File: src/rtl/arp_cache_table.sv
// Multi-entry ARP cache: learns IP->MAC bindings, ages them out, answers lookups
// and asks the TX path for an ARP request when a lookup misses.
module arp_cache_table #(
    parameter int unsigned ENTRIES     = 4,
    parameter int unsigned TICK_DIV    = 125000000,
    parameter int unsigned AGE_LIMIT   = 300,
    parameter int unsigned REQ_TIMEOUT = 1000000
) (
    input  logic                           aclk,
    input  logic                           aresetn,
    input  logic                           upd_valid,
    input  logic [31:0]                    upd_ip,
    input  logic [47:0]                    upd_mac,
    input  logic                           flush,
    input  logic                           lkp_valid,
    output logic                           lkp_ready,
    input  logic [31:0]                    lkp_ip,
    output logic                           rsp_valid,
    output logic                           rsp_hit,
    output logic [47:0]                    rsp_mac,
    output logic                           arp_req_start,
    output logic [31:0]                    arp_req_ip,
    input  logic                           arp_req_done,
    output logic [$clog2(ENTRIES+1)-1:0]   entry_count
);
    localparam int unsigned IW = $clog2(ENTRIES);
    localparam int unsigned CW = $clog2(ENTRIES + 1);
    localparam int unsigned AW = $clog2(AGE_LIMIT + 1);
    localparam int unsigned PW = (TICK_DIV > 1) ? $clog2(TICK_DIV) : 1;
    localparam int unsigned TW = (REQ_TIMEOUT > 1) ? $clog2(REQ_TIMEOUT) : 1;

    typedef enum logic [1:0] {S_IDLE, S_RESP, S_REQ, S_WAIT} state_t;

    logic [ENTRIES-1:0] valid_q, valid_d;
    logic [31:0]        ip_q  [ENTRIES];
    logic [47:0]        mac_q [ENTRIES];
    logic [AW-1:0]      age_q [ENTRIES];
    logic [AW-1:0]      age_d [ENTRIES];
    logic [PW-1:0]      presc_q;
    logic [CW-1:0]      count_d;

    logic               tick_c, upd_en_c;
    logic               match_any, free_any;
    logic [IW-1:0]      match_idx, free_idx, old_idx, sel_idx;
    logic [AW-1:0]      old_age;
    logic               lkp_hit_c;
    logic [47:0]        lkp_mac_c;

    state_t             state_q, state_d;
    logic [31:0]        pend_ip_q, pend_ip_d;
    logic [TW-1:0]      tmo_q, tmo_d;
    logic               lkp_ready_d, rsp_valid_d, rsp_hit_d, arp_req_start_d;
    logic [47:0]        rsp_mac_d;
    logic [31:0]        arp_req_ip_d;

    assign tick_c   = (presc_q == PW'(TICK_DIV - 1));
    assign upd_en_c = upd_valid && (upd_ip != 32'd0) && !flush;

    // Slot choice for an update: existing binding, else first free, else oldest
    always_comb begin : slot_select
        match_any = 1'b0;
        match_idx = '0;
        free_any  = 1'b0;
        free_idx  = '0;
        old_idx   = '0;
        old_age   = age_q[0];
        for (int i = int'(ENTRIES) - 1; i >= 0; i--) begin
            if (valid_q[i] && (ip_q[i] == upd_ip)) begin
                match_any = 1'b1;
                match_idx = IW'(i);
            end
            if (!valid_q[i]) begin
                free_any = 1'b1;
                free_idx = IW'(i);
            end
        end
        for (int i = 1; i < int'(ENTRIES); i++) begin
            if (age_q[i] > old_age) begin
                old_age = age_q[i];
                old_idx = IW'(i);
            end
        end
        sel_idx = match_any ? match_idx : (free_any ? free_idx : old_idx);
    end

    // Next valid/age state: flush > update > aging
    always_comb begin : table_next
        valid_d = valid_q;
        age_d   = age_q;
        count_d = '0;
        for (int i = 0; i < int'(ENTRIES); i++) begin
            if (flush) begin
                valid_d[i] = 1'b0;
            end else if (upd_en_c && (sel_idx == IW'(i))) begin
                valid_d[i] = 1'b1;
                age_d[i]   = '0;
            end else if (tick_c && valid_q[i]) begin
                age_d[i] = age_q[i] + AW'(1);
                if (age_q[i] == AW'(AGE_LIMIT - 1)) begin
                    valid_d[i] = 1'b0;
                end
            end
            count_d = count_d + CW'(valid_d[i]);
        end
    end

    always_ff @(posedge aclk) begin : table_reg
        if (!aresetn) begin
            valid_q     <= '0;
            presc_q     <= '0;
            entry_count <= '0;
            for (int i = 0; i < int'(ENTRIES); i++) begin
                ip_q[i]  <= '0;
                mac_q[i] <= '0;
                age_q[i] <= '0;
            end
        end else begin
            valid_q     <= valid_d;
            age_q       <= age_d;
            presc_q     <= tick_c ? '0 : presc_q + PW'(1);
            entry_count <= count_d;
            if (upd_en_c) begin
                ip_q[sel_idx]  <= upd_ip;
                mac_q[sel_idx] <= upd_mac;
            end
        end
    end

    // Lookup compares against the table as it stands before the accepting edge
    always_comb begin : lkp_match
        lkp_hit_c = 1'b0;
        lkp_mac_c = '0;
        for (int i = 0; i < int'(ENTRIES); i++) begin
            if (valid_q[i] && (ip_q[i] == lkp_ip)) begin
                lkp_hit_c = 1'b1;
                lkp_mac_c = lkp_mac_c | mac_q[i];
            end
        end
    end

    always_comb begin : fsm_next
        state_d         = state_q;
        pend_ip_d       = pend_ip_q;
        tmo_d           = tmo_q;
        rsp_valid_d     = 1'b0;
        rsp_hit_d       = rsp_hit;
        rsp_mac_d       = rsp_mac;
        arp_req_start_d = 1'b0;
        arp_req_ip_d    = arp_req_ip;
        case (state_q)
            S_IDLE: begin
                if (lkp_valid && lkp_ready) begin
                    state_d     = S_RESP;
                    rsp_valid_d = 1'b1;
                    rsp_hit_d   = lkp_hit_c;
                    rsp_mac_d   = lkp_mac_c;
                    pend_ip_d   = lkp_ip;
                end
            end
            S_RESP: begin
                if (rsp_hit) begin
                    state_d = S_IDLE;
                end else begin
                    state_d         = S_REQ;
                    arp_req_start_d = 1'b1;
                    arp_req_ip_d    = pend_ip_q;
                end
            end
            S_REQ: begin
                state_d = S_WAIT;
                tmo_d   = '0;
            end
            S_WAIT: begin
                if (arp_req_done || (upd_valid && (upd_ip == arp_req_ip)) ||
                    (tmo_q == TW'(REQ_TIMEOUT - 1))) begin
                    state_d = S_IDLE;
                end else begin
                    tmo_d = tmo_q + TW'(1);
                end
            end
            default: state_d = S_IDLE;
        endcase
        lkp_ready_d = (state_d == S_IDLE);
    end

    always_ff @(posedge aclk) begin : fsm_reg
        if (!aresetn) begin
            state_q       <= S_IDLE;
            pend_ip_q     <= '0;
            tmo_q         <= '0;
            lkp_ready     <= 1'b0;
            rsp_valid     <= 1'b0;
            rsp_hit       <= 1'b0;
            rsp_mac       <= '0;
            arp_req_start <= 1'b0;
            arp_req_ip    <= '0;
        end else begin
            state_q       <= state_d;
            pend_ip_q     <= pend_ip_d;
            tmo_q         <= tmo_d;
            lkp_ready     <= lkp_ready_d;
            rsp_valid     <= rsp_valid_d;
            rsp_hit       <= rsp_hit_d;
            rsp_mac       <= rsp_mac_d;
            arp_req_start <= arp_req_start_d;
            arp_req_ip    <= arp_req_ip_d;
        end
    end

endmodule

File: config.mk
export PLATFORM = sky130hd
export DESIGN_NAME = arp_cache_table
export DESIGN_NICKNAME = d
export VERILOG_FILES = /design/src/rtl/arp_cache_table.sv
export SDC_FILE = /design/constraint.sdc
export NUM_CORES = 1
export LEC_CHECK = 0
export CORE_UTILIZATION = 41
export CTS_CLUSTER_SIZE = 14
export DETAILED_ROUTE_END_ITERATION = 10
export PLACE_DENSITY = 0.66
export REMOVE_ABC_BUFFERS = 1
export SLEW_MARGIN = 20
export SYNTH_ARGS = -nofsm -noshare
export SYNTH_HDL_FRONTEND = slang
export SYNTH_SLANG_ARGS = --single-unit
File: constraint.sdc
create_clock -name aclk -period 9.24 [get_ports aclk]
set_input_delay 1.848 -clock aclk [delete_from_list [all_inputs] [get_ports aclk]]
set_output_delay 1.848 -clock aclk [all_outputs]
set_load 0.03 [all_outputs]
# == Word level (Yosys, flattened, before mapping) ==
# Memories as Yosys holds them, arrays and structs flattened.
# Cells that the tools add are included.
# word_totals
ramBits,320
mem_count,2
reg_bits,208
elab_cells,175
in_bits,118
out_inout_bits,87
# op_classes
n_addsub,9
n_lt_le_gt_ge,3
mux,73
n_eq_ne,22
bitwise_logic,6
n_reduce_logical,44
# mem_list
name,depth,width,rd,rd_ports_with_merged_regs,write_ports,line_no,rtl
mac_q,4,48,4,0,4,36,logic [47:0] mac_q [ENTRIES];
ip_q,4,32,4,0,4,35,logic [31:0] ip_q [ENTRIES];
# ops
operator,count
32-bit == test,9
48-bit two-way mux,5
48-bit bitwise OR,3
9-bit two-way mux,10
48-bit OR reduction,1
20-bit one-hot mux with 2 select lines,1
1-bit two-way mux,37
9-bit by 1-bit adder with 9-bit output (second input constant),4
9-bit == test (second input constant),4
2-bit two-way mux,17
32-bit two-way mux,1
32-bit nonzero test,1
32-bit OR reduction,1
27-bit by 1-bit adder with 27-bit output (second input constant),1
27-bit == test (second input constant),1
9-bit > comparator,3
20-bit by 1-bit adder with 20-bit output (second input constant),1
20-bit == test (second input constant),1
1-bit logical AND,20
20-bit two-way mux,1
2-bit AND reduction,9
2-bit nonzero test,5
2-bit == test (second input constant),4
2-bit one-hot mux with 4 select lines,1
10 further kinds,16

# == Logic depth before layout (Yosys ltp) ==
# logic_depth
ltp_word,15
depth_mapped,30
depth_no_buf,28

# == Worst setup path after synthesis ==
# No wires, ideal clock.
# synth_timing
path_type,reg2reg
from,register age_q[33] (netlist name)
to,memory ip_q[1][0] (enable)
slack_ns,1.313
synth_period_minus_slack_ns,7.927
required_time_ns,8.788
n_path_buf,3
setup_ns,0.452
stages_incl_launch_ff,25
arrival_ns,7.475
path_cell_list,dfxtp_1 inv_1 ha_1 nand4_1 nor3_1 a211oi_1 a21oi_2 mux2i_1 ha_1 a21o_1 a21o_1 a2111oi_2 or2_1 buf_6 clkbuf_1 o21ai_0 ha_1 nand2_1 or3_1 o221ai_1 a22oi_4 o311a_4 nor4b_4 buf_6 nand2b_1
# synth_rtl
element,line_no,rtl
from (decl),37,logic [AW-1:0] age_q [ENTRIES];
from (signal assigned),119,age_q <= age_d;
to (decl),35,

# == Worst setup path in the final report ==
# layout_timing
from,register age_q[33] (netlist name)
to,register entry_count[1]
# layout_between
elab_chain_cells,15
elab_cells_between_ends,32
classes_between,add/sub: 3; order compare: 3; eq/ne: 4; mux: 17; reduce/logical: 5
# layout_rtl
element,line_no,rtl
9-bit > comparator,78,if (age_q[i] > old_age) begin
9-bit two-way mux,78,
9-bit > comparator,78,
9-bit two-way mux,78,
9-bit > comparator,78,
2-bit two-way mux,78,
2-bit two-way mux (2 in series),83,sel_idx = match_any ? match_idx : (free_any ? free_idx : old_idx);
2-bit logical NOT,94,end else if (upd_en_c && (sel_idx == IW'(i))) begin
1-bit logical AND,94,
1-bit two-way mux *,94,
1-bit two-way mux *,92,if (flush) begin
via valid_d[0],34,"logic [ENTRIES-1:0] valid_q, valid_d;"
1-bit by 1-bit adder with 2-bit output *,103,count_d = count_d + CW'(valid_d[i]);
2-bit by 1-bit adder with 3-bit output *,103,
3-bit by 1-bit adder with 3-bit output *,103,
via count_d[1],40,logic [CW-1:0] count_d;
to (signal assigned),121,entry_count <= count_d;
to (decl),24,output logic [$clog2(ENTRIES+1)-1:0] entry_count
# Mark *: on every way through the listed nets, which the timed path passes. The rest lies on a longest branch.
# A chain may end at the register's enable or synchronous reset.

==> reports/qor.yml <==
outcome: "finished clean"
p_int_mw: 4.22
fp-row-count: 90
cts-resized-gates: 0
synth_top_family_by_area: "simple AND/OR/NAND/NOR gates"
grt_pass1_wl_um: 114000
sw_frac_of_total_pct: 27.8
fin_nets: 2768
layout_setup_ws_ps: 1460
first_global_vias: 19100
p_leak_nw: 10.5
cts-root-buf: "clkbuf_16"
gp_congestion: 0.973
coreArea_mm2: 0.0607
dieArea_mm2: 0.0627
p_sw_mw: 1.62
firstDrtPassIters: 5
synth_top_cell_by_area: "edfxtp_1"
worst_pin_slew_ps: 1070
synthDistinctLibCells: 65
clk_pin_slew_ps: 60
ctsHoldBuffers: 0
synth_seq_area_share_pct: 54.4
wl_per_cell_um: 22.1
initialDrtViolationCount: 1886
worst_ep_arrival_time_ps: 8290
dieHeight_um: 250
synth_compound_area_share_pct: 9.61
endpoint_kind: "flip-flop"
reg2reg_from: "age_q[33]"
dpl_cell_area_mm2: 0.0278
ys_seq_elements: 528
diodes: 0
synth_cells: 2513
slew_violations: 0
place_ws_ps: 1610
post_cts_buffers: 0
rsz0062_at_grt: "false"
period_share_pct: 84.2
power_density_mw_per_mm2: 198
final.setup_skew_ps: 27.1
yosysWarnings: 0
worstSetupStartpointType: "flip-flop"
design_area_mm2: 0.0296
hold_path.class: "reg -> reg"
grt_max_degree: 98
yosysTopAreaCellShare_pct: 38.0
grtUsageTotal_pct: 23.8
hold_viol_final: 0
crit_type: "reg -> reg"
syn-cell-area_mm2: 0.0253
io_pins: 205
seqPwrFrac_pct: 47.2
drc: 0
startpoint: "age_q[33]"
routed-via-count: 19300
synthAdderAreaFrac_pct: 1.81
layout-area-overhead-vs-synth_pct: 17.0
viasPerCell: 5.61
synthXorXnorAreaFrac_pct: 11.1
synth-edff-count: 320
async_reset_ff_share_pct: 0
drt-total-wl_um: 76000
synthFlopType: "edfxtp_1"
die_w_um: 250
muxShareOfSynthArea_pct: 0.406
relSlewSlack_pct: 27.9
cts_tree: "built"
clock_sinks: 528
crit_required_ps: 9740
numPortBuffers: 204
clock.fmax_mhz: 128
final.min_clock_period_ps: 7780
clk_latency_ps: 630
maxCapViolations: 0
cp_max_fo: 26
netlist_top_cells_area: "edfxtp_1 (38%), dfxtp_1 (16%), xnor2_1 (7.4%), nand2_1 (4.5%), xor2_1 (3.7%)"
antenna_found_initial: 0
combPwrFrac_pct: 14.5
instances_no_fill: 3444
clock_path_buffers: 3
ant_nets: 0
syn_area_per_cell_um2: 10.1
p_clk_share_pct: 38.3
hpwl_um: 51300
hold_start: "pend_ip_q[10]"
dp.cells: 3338
synth-simple-area-share_pct: 17.7
finalSetupTns_ps: 0
grt_overflow_total: 0
setup_viol: 0
htree_levels: 2
cts_buffers: 56
start_util_pct: 41.7
peakVddDrop_uv: 173
drive_above_1_share_pct: 5.67
flip-flops by register name, indices dropped and copies added, names as in the netlist, 2 cells and up:
register and cells:
age_q 36, arp_req_ip 32, entry_count 3, ip_q 128, mac_q 192, pend_ip_q 32, presc_q 27, rsp_mac 48
state_q 2, tmo_q 20, valid_q 4
final cells by class:
type	count	area [um^2]
Clock buffer	76	1570
Clock inverter	30	268
Fill cell	5565	31100
Inverter	107	402
Multi-Input combinational cell	1691	10400
Sequential cell	528	13800
Tap cell	782	978
Timing Repair Buffer	230	2260
cell families after synthesis:
kind of cell | count (synthesis)
AO/OA/AOI/OAI | 389
buffers and inverters | 294
flip-flops | 528
multiplexers | 10
AND/OR/NAND/NOR | 934
XOR/XNOR | 322
adder cells (fa/ha/maj) | 36
worst max-delay path: stages, from the launching register on:
cell,delay (ps)
dfxtp_1,420
inv_1,100
ha_1,300
nand4_1,150
nor3_1,220
a211oi_1,110
a21oi_2,600
mux2i_1,350
ha_1,290
a21o_1,160
a21o_1,180
a2111oi_2,500
or2_1,500
o21ai_0,180
ha_1,330
nand3_1,80
or3_1,360
o221ai_1,330
nand4_1,180
a21oi_1,420
a211o_4,380
a21boi_0,310
nor2_1,100
fa_1,490
ha_1,200
ha_1,260
and2_1,150
layer usage:
layer	vias up	part of all wire [%]	track usage (%)
li1	8948	-	-
met1	9416	43	33.5
met2	831	46	38.2
met3	127	8.3	3.22
met4	0	2.5	6.75
met5	-	0	0
power groups by stage:
stage / logic (mW) / registers [mW] / clock network (mW)
final: 0.846 / 2.76 / 2.24
after global routing: 0.899 / 2.78 / 2.35
after CTS: 0.847 / 2.76 / 2.27
after detailed placement: 0.842 / 2.81 / 0
after global placement: 0.833 / 2.81 / 0
after floorplan: 0.323 / 2.90 / 0
Yosys cell counts (all sizes together), types with 4 or more instances:
cell type  count
a21boi         5
a21o           5
a21oi        115
a22oi         97
a2bb2oi        4
a31oi         60
and2          88
and3          15
buf           56
clkbuf       131
dfxtp        208
edfxtp       320
ha            35
inv          105
mux2i          8
nand2        303
nand2b        11
nand3         68
nand4         77
nor2         241
nor3          31
nor4          51
nor4b          5
o21ai         85
or2            6
or3           16
or4            7
xnor2        215
xor2         107
placed cells by master, fill, tap and decap left out, types with 16 or more instances in the layout:
master,count
xor2_1,107
buf_4,24
ha_1,35
and2_1,87
nor2_1,240
nand3_1,68
clkbuf_16,57
inv_1,104
xnor2_1,215
clkdlybuf4s50_1,203
a31oi_1,60
a21oi_1,114
nor4_1,46
nor3_1,31
nand2_1,298
dfxtp_1,208
or3_1,16
o21ai_0,83
edfxtp_1,320
nand4_1,76
a22oi_1,96
through the flow:
| stage | power (mW) | utilization, % | hold slack (ps) |
|---|---|---|---|
| floorplan | 3.22 | - | 426 |
| global placement | 3.64 | 45.8 | 437 |
| detailed placement | 3.65 | 45.8 | 444 |
| CTS | 5.88 | 48.8 | 454 |
| global route | 6.03 | 48.8 | 473 |
| finish | 5.85 | 48.8 | 452 |
worst paths after layout:
| kind | cells after the start | slack, ps | end |
|---|---|---|---|
| setup / recovery | 26 | 1460 | entry_count[1] |
| hold / removal | 2 | 450 | arp_req_ip[10] |
| setup reg to reg | 26 | 1460 | entry_count[1] |
| hold reg to reg | 2 | 450 | arp_req_ip[10] |
Note: power is estimated with default switching activity, not from simulation.
